### config.mk
export PLATFORM = sky130hd
export DESIGN_NAME = reg_file_mp_flat
export DESIGN_NICKNAME = d
export VERILOG_FILES = /design/src/rtl/reg_file_mp_if.sv /design/src/rtl/reg_file_mp.sv /design/src/flat_wrapper.sv
export SDC_FILE = /design/constraint.sdc
export NUM_CORES = 2
export LEC_CHECK = 0
export ABC_AREA = 1
export BUFFER_PORTS_ARGS = -buffer_cell sky130_fd_sc_hd__buf_2
export CELL_PAD_IN_SITES_DETAIL_PLACEMENT = 0
export CELL_PAD_IN_SITES_GLOBAL_PLACEMENT = 2
export CORE_ASPECT_RATIO = 1.5
export CORE_MARGIN = 2
export CORE_UTILIZATION = 38
export CTS_CLUSTER_SIZE = 14
export DETAILED_ROUTE_END_ITERATION = 10
export PLACE_DENSITY_LB_ADDON = 0.1
export SETUP_SLACK_MARGIN = 0.05
export SKIP_CTS_REPAIR_TIMING = 1
export SLEW_MARGIN = 25
export SYNTH_ARGS = -nofsm -noshare
export SYNTH_HDL_FRONTEND = slang
export SYNTH_SLANG_ARGS = --single-unit
### constraint.sdc
create_clock -name clk -period 7.94 [get_ports clk]
set_clock_uncertainty 0.15 [all_clocks]
set_input_delay 0.794 -clock clk [delete_from_list [all_inputs] [get_ports clk]]
set_output_delay 0.794 -clock clk [all_outputs]
set_load 0.005 [all_outputs]
### src/rtl/reg_file_mp_if.sv
// Bus bundle for reg_file_mp: read ports, two writeback lanes, alloc, scoreboard.
// master drives indices/writes/alloc; slave returns data, ready and busy_vec.
interface reg_file_mp_if #(
   parameter int XLEN = 32,
   parameter int NREG = 32,
   parameter int NRD  = 2,
   localparam int AW  = $clog2(NREG)
);
   logic [NRD*AW-1:0]   rd_addr;
   logic [NRD*XLEN-1:0] rd_data;
   logic [NRD-1:0]      rd_ready;
   logic                we0;
   logic                we1;
   logic [AW-1:0]       wa0;
   logic [AW-1:0]       wa1;
   logic [XLEN-1:0]     wd0;
   logic [XLEN-1:0]     wd1;
   logic                alloc_en;
   logic [AW-1:0]       alloc_reg;
   logic [NREG-1:0]     busy_vec;

   modport master (
      output rd_addr, we0, we1, wa0, wa1,
      output wd0, wd1, alloc_en, alloc_reg,
      input  rd_data, rd_ready, busy_vec
   );

   modport slave (
      input  rd_addr, we0, we1, wa0, wa1,
      input  wd0, wd1, alloc_en, alloc_reg,
      output rd_data, rd_ready, busy_vec
   );
endinterface

### src/rtl/reg_file_mp.sv
// Multi-port register file with two write lanes, write-to-read bypass and
// a busy scoreboard. Ports: clk, reset (sync, active-high), bus (slave).
module reg_file_mp #(
   parameter int XLEN = 32,
   parameter int NREG = 32,
   parameter int NRD  = 2,
   localparam int AW  = $clog2(NREG)
) (
   input  logic         clk,
   input  logic         reset,
   reg_file_mp_if.slave bus
);

   logic [XLEN-1:0] regs [NREG];
   logic [NREG-1:0] busy;
   logic [NREG-1:0] busy_nxt;

   // Alloc beats writeback: a newer producer supersedes the one retiring.
   always_comb begin
      busy_nxt = '0;
      for (int i = 1; i < NREG; i++) begin
         logic set_i;
         logic clr_i;
         set_i = bus.alloc_en && (bus.alloc_reg == AW'(i));
         clr_i = (bus.we0 && (bus.wa0 == AW'(i)))
              || (bus.we1 && (bus.wa1 == AW'(i)));
         busy_nxt[i] = set_i || (busy[i] && !clr_i);
      end
   end

   // Lane 1 is written last so it wins a same-address collision.
   always_ff @(posedge clk) begin
      if (reset) begin
         for (int i = 0; i < NREG; i++) begin
            regs[i] <= '0;
         end
         busy <= '0;
      end else begin
         if (bus.we0 && (bus.wa0 != '0)) begin
            regs[bus.wa0] <= bus.wd0;
         end
         if (bus.we1 && (bus.wa1 != '0)) begin
            regs[bus.wa1] <= bus.wd1;
         end
         busy <= busy_nxt;
      end
   end

   // Combinational read with bypass; lane 1 has priority over lane 0.
   always_comb begin
      logic [AW-1:0]   a;
      logic [XLEN-1:0] d;
      logic            hit0;
      logic            hit1;
      bus.rd_data  = '0;
      bus.rd_ready = '0;
      a    = '0;
      d    = '0;
      hit0 = 1'b0;
      hit1 = 1'b0;
      for (int k = 0; k < NRD; k++) begin
         a    = bus.rd_addr[k*AW +: AW];
         hit0 = bus.we0 && (bus.wa0 == a);
         hit1 = bus.we1 && (bus.wa1 == a);
         if (a == '0) begin
            d = '0;
         end else if (hit1) begin
            d = bus.wd1;
         end else if (hit0) begin
            d = bus.wd0;
         end else begin
            d = regs[a];
         end
         bus.rd_data[k*XLEN +: XLEN] = d;
         bus.rd_ready[k] = (a == '0) || !busy[a]
                        || hit0 || hit1;
      end
   end

   assign bus.busy_vec = busy;

endmodule

### src/flat_wrapper.sv
// flat-port wrapper written by rule: the top's interface ports become plain ports
module reg_file_mp_flat 
#(
   parameter int XLEN = 32,
   parameter int NREG = 32,
   parameter int NRD  = 2,
   localparam int AW  = $clog2(NREG)
)
  (clk, reset, bus_rd_addr, bus_we0, bus_we1, bus_wa0, bus_wa1, bus_wd0, bus_wd1, bus_alloc_en, bus_alloc_reg, bus_rd_data, bus_rd_ready, bus_busy_vec);
  reg_file_mp_if #(.XLEN(XLEN), .NREG(NREG), .NRD(NRD)) bus_i ();
  input  logic clk;
  input  logic reset;
  input wire logic [$bits(bus_i.rd_addr)-1:0] bus_rd_addr;
  input wire logic [$bits(bus_i.we0)-1:0] bus_we0;
  input wire logic [$bits(bus_i.we1)-1:0] bus_we1;
  input wire logic [$bits(bus_i.wa0)-1:0] bus_wa0;
  input wire logic [$bits(bus_i.wa1)-1:0] bus_wa1;
  input wire logic [$bits(bus_i.wd0)-1:0] bus_wd0;
  input wire logic [$bits(bus_i.wd1)-1:0] bus_wd1;
  input wire logic [$bits(bus_i.alloc_en)-1:0] bus_alloc_en;
  input wire logic [$bits(bus_i.alloc_reg)-1:0] bus_alloc_reg;
  output wire logic [$bits(bus_i.rd_data)-1:0] bus_rd_data;
  output wire logic [$bits(bus_i.rd_ready)-1:0] bus_rd_ready;
  output wire logic [$bits(bus_i.busy_vec)-1:0] bus_busy_vec;
  assign bus_i.rd_addr = bus_rd_addr;
  assign bus_i.we0 = bus_we0;
  assign bus_i.we1 = bus_we1;
  assign bus_i.wa0 = bus_wa0;
  assign bus_i.wa1 = bus_wa1;
  assign bus_i.wd0 = bus_wd0;
  assign bus_i.wd1 = bus_wd1;
  assign bus_i.alloc_en = bus_alloc_en;
  assign bus_i.alloc_reg = bus_alloc_reg;
  assign bus_rd_data = bus_i.rd_data;
  assign bus_rd_ready = bus_i.rd_ready;
  assign bus_busy_vec = bus_i.busy_vec;
  reg_file_mp #(.XLEN(XLEN), .NREG(NREG), .NRD(NRD)) u_core (.clk(clk), .reset(reset), .bus(bus_i));
endmodule
# After elaboration in Yosys (flattened, before gate mapping)
# Memories as Yosys holds them, arrays and structs flattened.
# Cells that the tools add are included.
[classes]
magnitude_cmp = 2
n_eq_ne = 97
n_mux = 24
n_reduce_logical = 237
[ops]
columns = ["op", "count"]
rows = [
  ["2-to-1 mux 32 bit", 8],
  ["equality test 5 bit (second input constant)", 48],
  ["logical AND 1 bit", 130],
  ["equality test 5 x 4 -> 1 bit (second input constant)", 24],
  ["logical OR 1 bit", 68],
  ["OR reduction 32 bit", 2],
  ["equality test 5 x 3 -> 1 bit (second input constant)", 12],
  ["logical NOT 1 bit", 33],
  ["equality test 5 x 2 -> 1 bit (second input constant)", 6],
  ["equality test 5 bit", 4],
  ["equality test 5 x 1 -> 1 bit (second input constant)", 3],
  ["less-than comparator 5 x 6 -> 1 bit (second input constant)", 2],
  ["2-to-1 mux 1 bit", 12],
  ["binary-select mux 1 bit (select 5 bit)", 2],
  ["logical NOT 5 bit", 2],
  ["2-to-1 mux 5 bit", 2],
  ["nonzero test 5 bit", 2],
]
[totals]
reg_bits = 32
ramBits = 1024
input_bits = 94
output_inout_bits = 98
mem_count = 1
[mem_list]
columns = ["name", "depth", "width", "rd", "rd_clocked_by_memory_dff", "write_ports", "line_no", "source"]
rows = [
  ["u_core.regs", 32, 32, 2, 0, 32, "reg_file_mp.sv:14", "logic [XLEN-1:0] regs [NREG];"],
]

# Logic depth before layout (Yosys ltp)
[depth]
ltp_word = 7
ltp_mapped = 12
mapped_depth_nobuf = 10

# Worst setup path after synthesis
# No wires, ideal clock.
[synth_path]
kind = "input port to flip-flop"
startpoint = "in bus_wa0[0]"
endpoint = "mem u_core.regs[5][0] (enable)"
arrival_time_ps = 5300
t_required_ps = 7257
slack_ps = 1956
stages = 8
path_cell_list = "buf_2 inv_1 nand2_4 inv_2 nand2_1 nand2_2 buf_2 o311ai_0"
[synth_rtl]
columns = ["item", "line_no", "source"]
rows = [
  ["start, declared", "flat_wrapper.sv:16", "input wire logic [$bits(bus_i.wa0)-1:0] bus_wa0;"],
  ["end, declared", "reg_file_mp.sv:14", ""],
]

# Worst setup path in the final report
[layout_path]
startpoint = "in bus_rd_addr[5]"
endpoint = "out bus_rd_data[36]"
[layout_between]
elab_chain_len = 5
word_cells_on_any_way = 9
cone_classes = "eq/ne: 2; mux: 3; reduce/logical: 3; memory: 1"
[layout_rtl]
columns = ["item", "line_no", "source"]
rows = [
  ["start, declared", "flat_wrapper.sv:13", "input wire logic [$bits(bus_i.rd_addr)-1:0] bus_rd_addr;"],
  ["branches (longest 4 deep; another with memory (32 x 32 bit))", "-", ""],
  ["2-to-1 mux 32 bit (*)", "reg_file_mp.sv:65", "if (a == '0) begin"],
  ["end, declared", "flat_wrapper.sv:22", "output wire logic [$bits(bus_i.rd_data)-1:0] bus_rd_data;"],
]
# Every way passes the cells marked *.

==> results.cfg <==
[timing]
min_period_ps = 5460
report.final.slew_viol_count = 0
tightest_slew_ps = 1240
finalHoldViolations = 0
setup_viol = 0
worst_slack_ps = 2480
slew-limit-headroom_pct = 16.7
tns_ps = 0
fmaxAchievable_mhz = 183
rsz0062_at_grt = false
finalCritPeriodShare_pct = 68.8

[yosys]
synth_top_family_by_area = simple AND/OR/NAND/NOR gates
synth-seq-cells = 1055
synthCells = 8191
synthMuxAreaShare_pct = 0
yosysSeqAreaShare_pct = 49.0
synthXorXnorAreaFrac_pct = 0
netlist_area_um2 = 64100
yosys.area_share.adder_pct = 0
synth_area_per_cell_um2 = 7.82
ys_types = 36
synth_compound_area_share_pct = 14.7
yosys.area_share.simple_pct = 29.8
yosysWarnings = 0

[route]
drt-initial-drc-count = 9474
antenna_left = 0
drcViolationCount = 0
wl_mm = 345
routedWlPerCell_um = 33.8
via_count = 66000
viasPerCell = 6.47
drt_first_pass_iters = 8

[clock_tree]
cts_buffers = 117
cts_sinks = 1055
ctsHtreeMaxLevel = 3
insertion_delay_ps = 770
cts_tree = yes
clock-root-buffer = clkbuf_16
clkTransAtPathRegs_ps = 60
ctsLongestPathBuffers = 3

[min_path]
worst_hold_path.endpoint = u_core.regs[3][26]
whs_path_depth = 3
worstHoldStart = bus_wd0[26]
hold_path.class = primary input to flip-flop

[cells_and_area]
mostFrequentLayoutCells = 2,892 x nand2_1, 1,251 x nand3_1, 1,024 x edfxtp_1, 875 x o22ai_1, 396 x a21oi_1
final_common_cell = nand2_1
area_delta_synth_final_pct = 9.64
design_area_um2 = 70200
drive_above_1_share_pct = 8.70
utilization_pct = 41.9
final_cells = 10200
layout.nets = 7949

[die]
die_h_um = 507
initial_core_util_pct = 38.2
ios = 192
row_count = 184
dieArea_um2 = 172000
die_w_um = 339
core_area_um2 = 168000

[place]
gp_congestion = 0.973
portBuffers = 190
post-place-cells = 9967
hpwl_mm = 199
placed_cell_area_um2 = 66200
pre_cts_ws_ps = 2560

[pwr]
p_seq_share_pct = 44.8
netSwitchingPower_uw = 4480
ir_drop_uv = 179
combPwrFrac_pct = 15.9
sw_frac_of_total_pct = 30.4
leakage_uw = 0.0269
pwr-share-clk_pct = 39.3
cellPowerDensity_nw_per_um2 = 210
p_int_uw = 10300

[setup_path]
cp_max_fo = 73
cp-start-kind = primary input
rr_worst_depth = 2
crit_type = primary input to output port
r2r_setup_slack_ps = 6800
r2r_start = u_core.bus.busy_vec[16]
critPathArrivalTime_ps = 4520
reg2reg_to = u_core.bus.busy_vec[16]
worstSetupEndpointType = output port
cp_data_required_time_ps = 7000

[flow_run]
max_cap_violations = 0

[global_routing]
grt_pass1_wl_mm = 478
gr-total-overflow = 0
grt_max_degree = 146
antenna_found_initial = 22
grt_pass1_vias = 62500
globalRouteTotalUtil_pct = 38.8

[run_status]
status = completed
## kinds of logic (layout without fill, tap and decap cells)
logic type,count (synthesis),in the layout
AO/OA/AOI/OAI,1580,1580
flip-flops,1055,1055
AND/OR/NAND/NOR,4543,4543
buffers and inverters,1012,740
other,1,46
## critical path, stage by stage
cell	delay [ps]
buf_8	510
buf_4	860
buf_4	900
nand2_1	110
nand3_1	130
nand3_1	70
nand3_1	80
nand3_1	70
nand2_1	120
nand2_1	80
a21oi_1	460
buf_2	210
## per-stage QoR
step | total power [uW] | hold slack (ps)
2_1_floorplan | 7940 | 327
4_1_cts | 14700 | 163
5_1_grt | 15100 | 214
3_3_place_gp | 8970 | 376
3_5_place_dp | 8980 | 387
6_report | 14700 | 196
## how the worst max path moves through the flow
stage                              start                  end  cells after the start
after floorplan               bus_wa0[0]    u_core.regs[5][0]                      8
after global placement           bus_we1  u_core.regs[27][11]                      6
after detailed placement         bus_we1   u_core.regs[27][1]                      6
after CTS                 bus_rd_addr[5]      bus_rd_data[54]                     12
after global routing      bus_rd_addr[6]      bus_rd_data[36]                     11
final                     bus_rd_addr[5]      bus_rd_data[36]                     12
## per-layer routing
metal / vias to the layer above / GRT usage [%] / wire length [um]
met2: 4488 / 61.9 / 157000
li1: 28200 / - / -
met3: 970 / 6.95 / 34200
met5: - / 0.361 / 83
met4: 2 / 26.8 / 27300
met1: 32300 / 47.6 / 126000
## cells in the mapped netlist
cell / number / area share [%]
o211ai_1: 31 / 0.36
edfxtp_1: 1024 / 48
o32ai_1: 72 / 0.98
nand4_2: 1 / 0.020
nand3_2: 8 / 0.13
o21ai_1: 4 / 0.031
inv_1: 116 / 0.68
nor2_1: 280 / 1.6
o211ai_2: 1 / 0.020
dfxtp_1: 31 / 0.97
o21ai_0: 188 / 1.5
nand2_1: 2901 / 17
nor2_4: 1 / 0.018
buf_6: 2 / 0.035
nand3b_1: 17 / 0.20
clkinv_1: 2 / 0.012
buf_1: 72 / 0.42
nor3_2: 10 / 0.16
inv_2: 19 / 0.11
buf_4: 14 / 0.16
nor3_1: 12 / 0.094
o221ai_1: 1 / 0.014
nor2_2: 2 / 0.020
o311ai_0: 12 / 0.16
clkbuf_1: 514 / 3.0
nand2_2: 11 / 0.11
nor3_4: 2 / 0.051
buf_2: 273 / 2.1
nand2_4: 16 / 0.28
o22ai_1: 875 / 8.5
nand3_1: 1270 / 9.9
conb_1: 1 / 0.0059
nand4_1: 8 / 0.078
nand3_4: 1 / 0.027
or2_2: 3 / 0.029
a21oi_1: 396 / 3.1
## flip-flops by register name, summed over array words and instances (netlist names)
signal / count
u_core.bus.busy_vec: 31
u_core.regs: 1024
## cell type report
| cell class | instances | area [um2] |
|---|---|---|
| diodes | 13 | 32.5 |
| clock buffers | 143 | 3090 |
| clock inverters | 72 | 812 |
| fillers | 17000 | 97400 |
| inverters | 137 | 548 |
| multi-input cells | 6156 | 28900 |
| flip-flops and latches | 1055 | 31400 |
| well taps | 2232 | 2790 |
| repair buffers | 388 | 2720 |
## power by group through the flow
stage          registers [uW]  clock network, uW  logic [uW]
2_1_floorplan            6670                  0        1270
3_3_place_gp             6710                  0        2260
3_5_place_dp             6720                  0        2270
4_1_cts                  6600               5820        2270
5_1_grt                  6640               6000        2450
6_report                 6610               5800        2340
No activity file was read; power rests on OpenSTA's default activity.
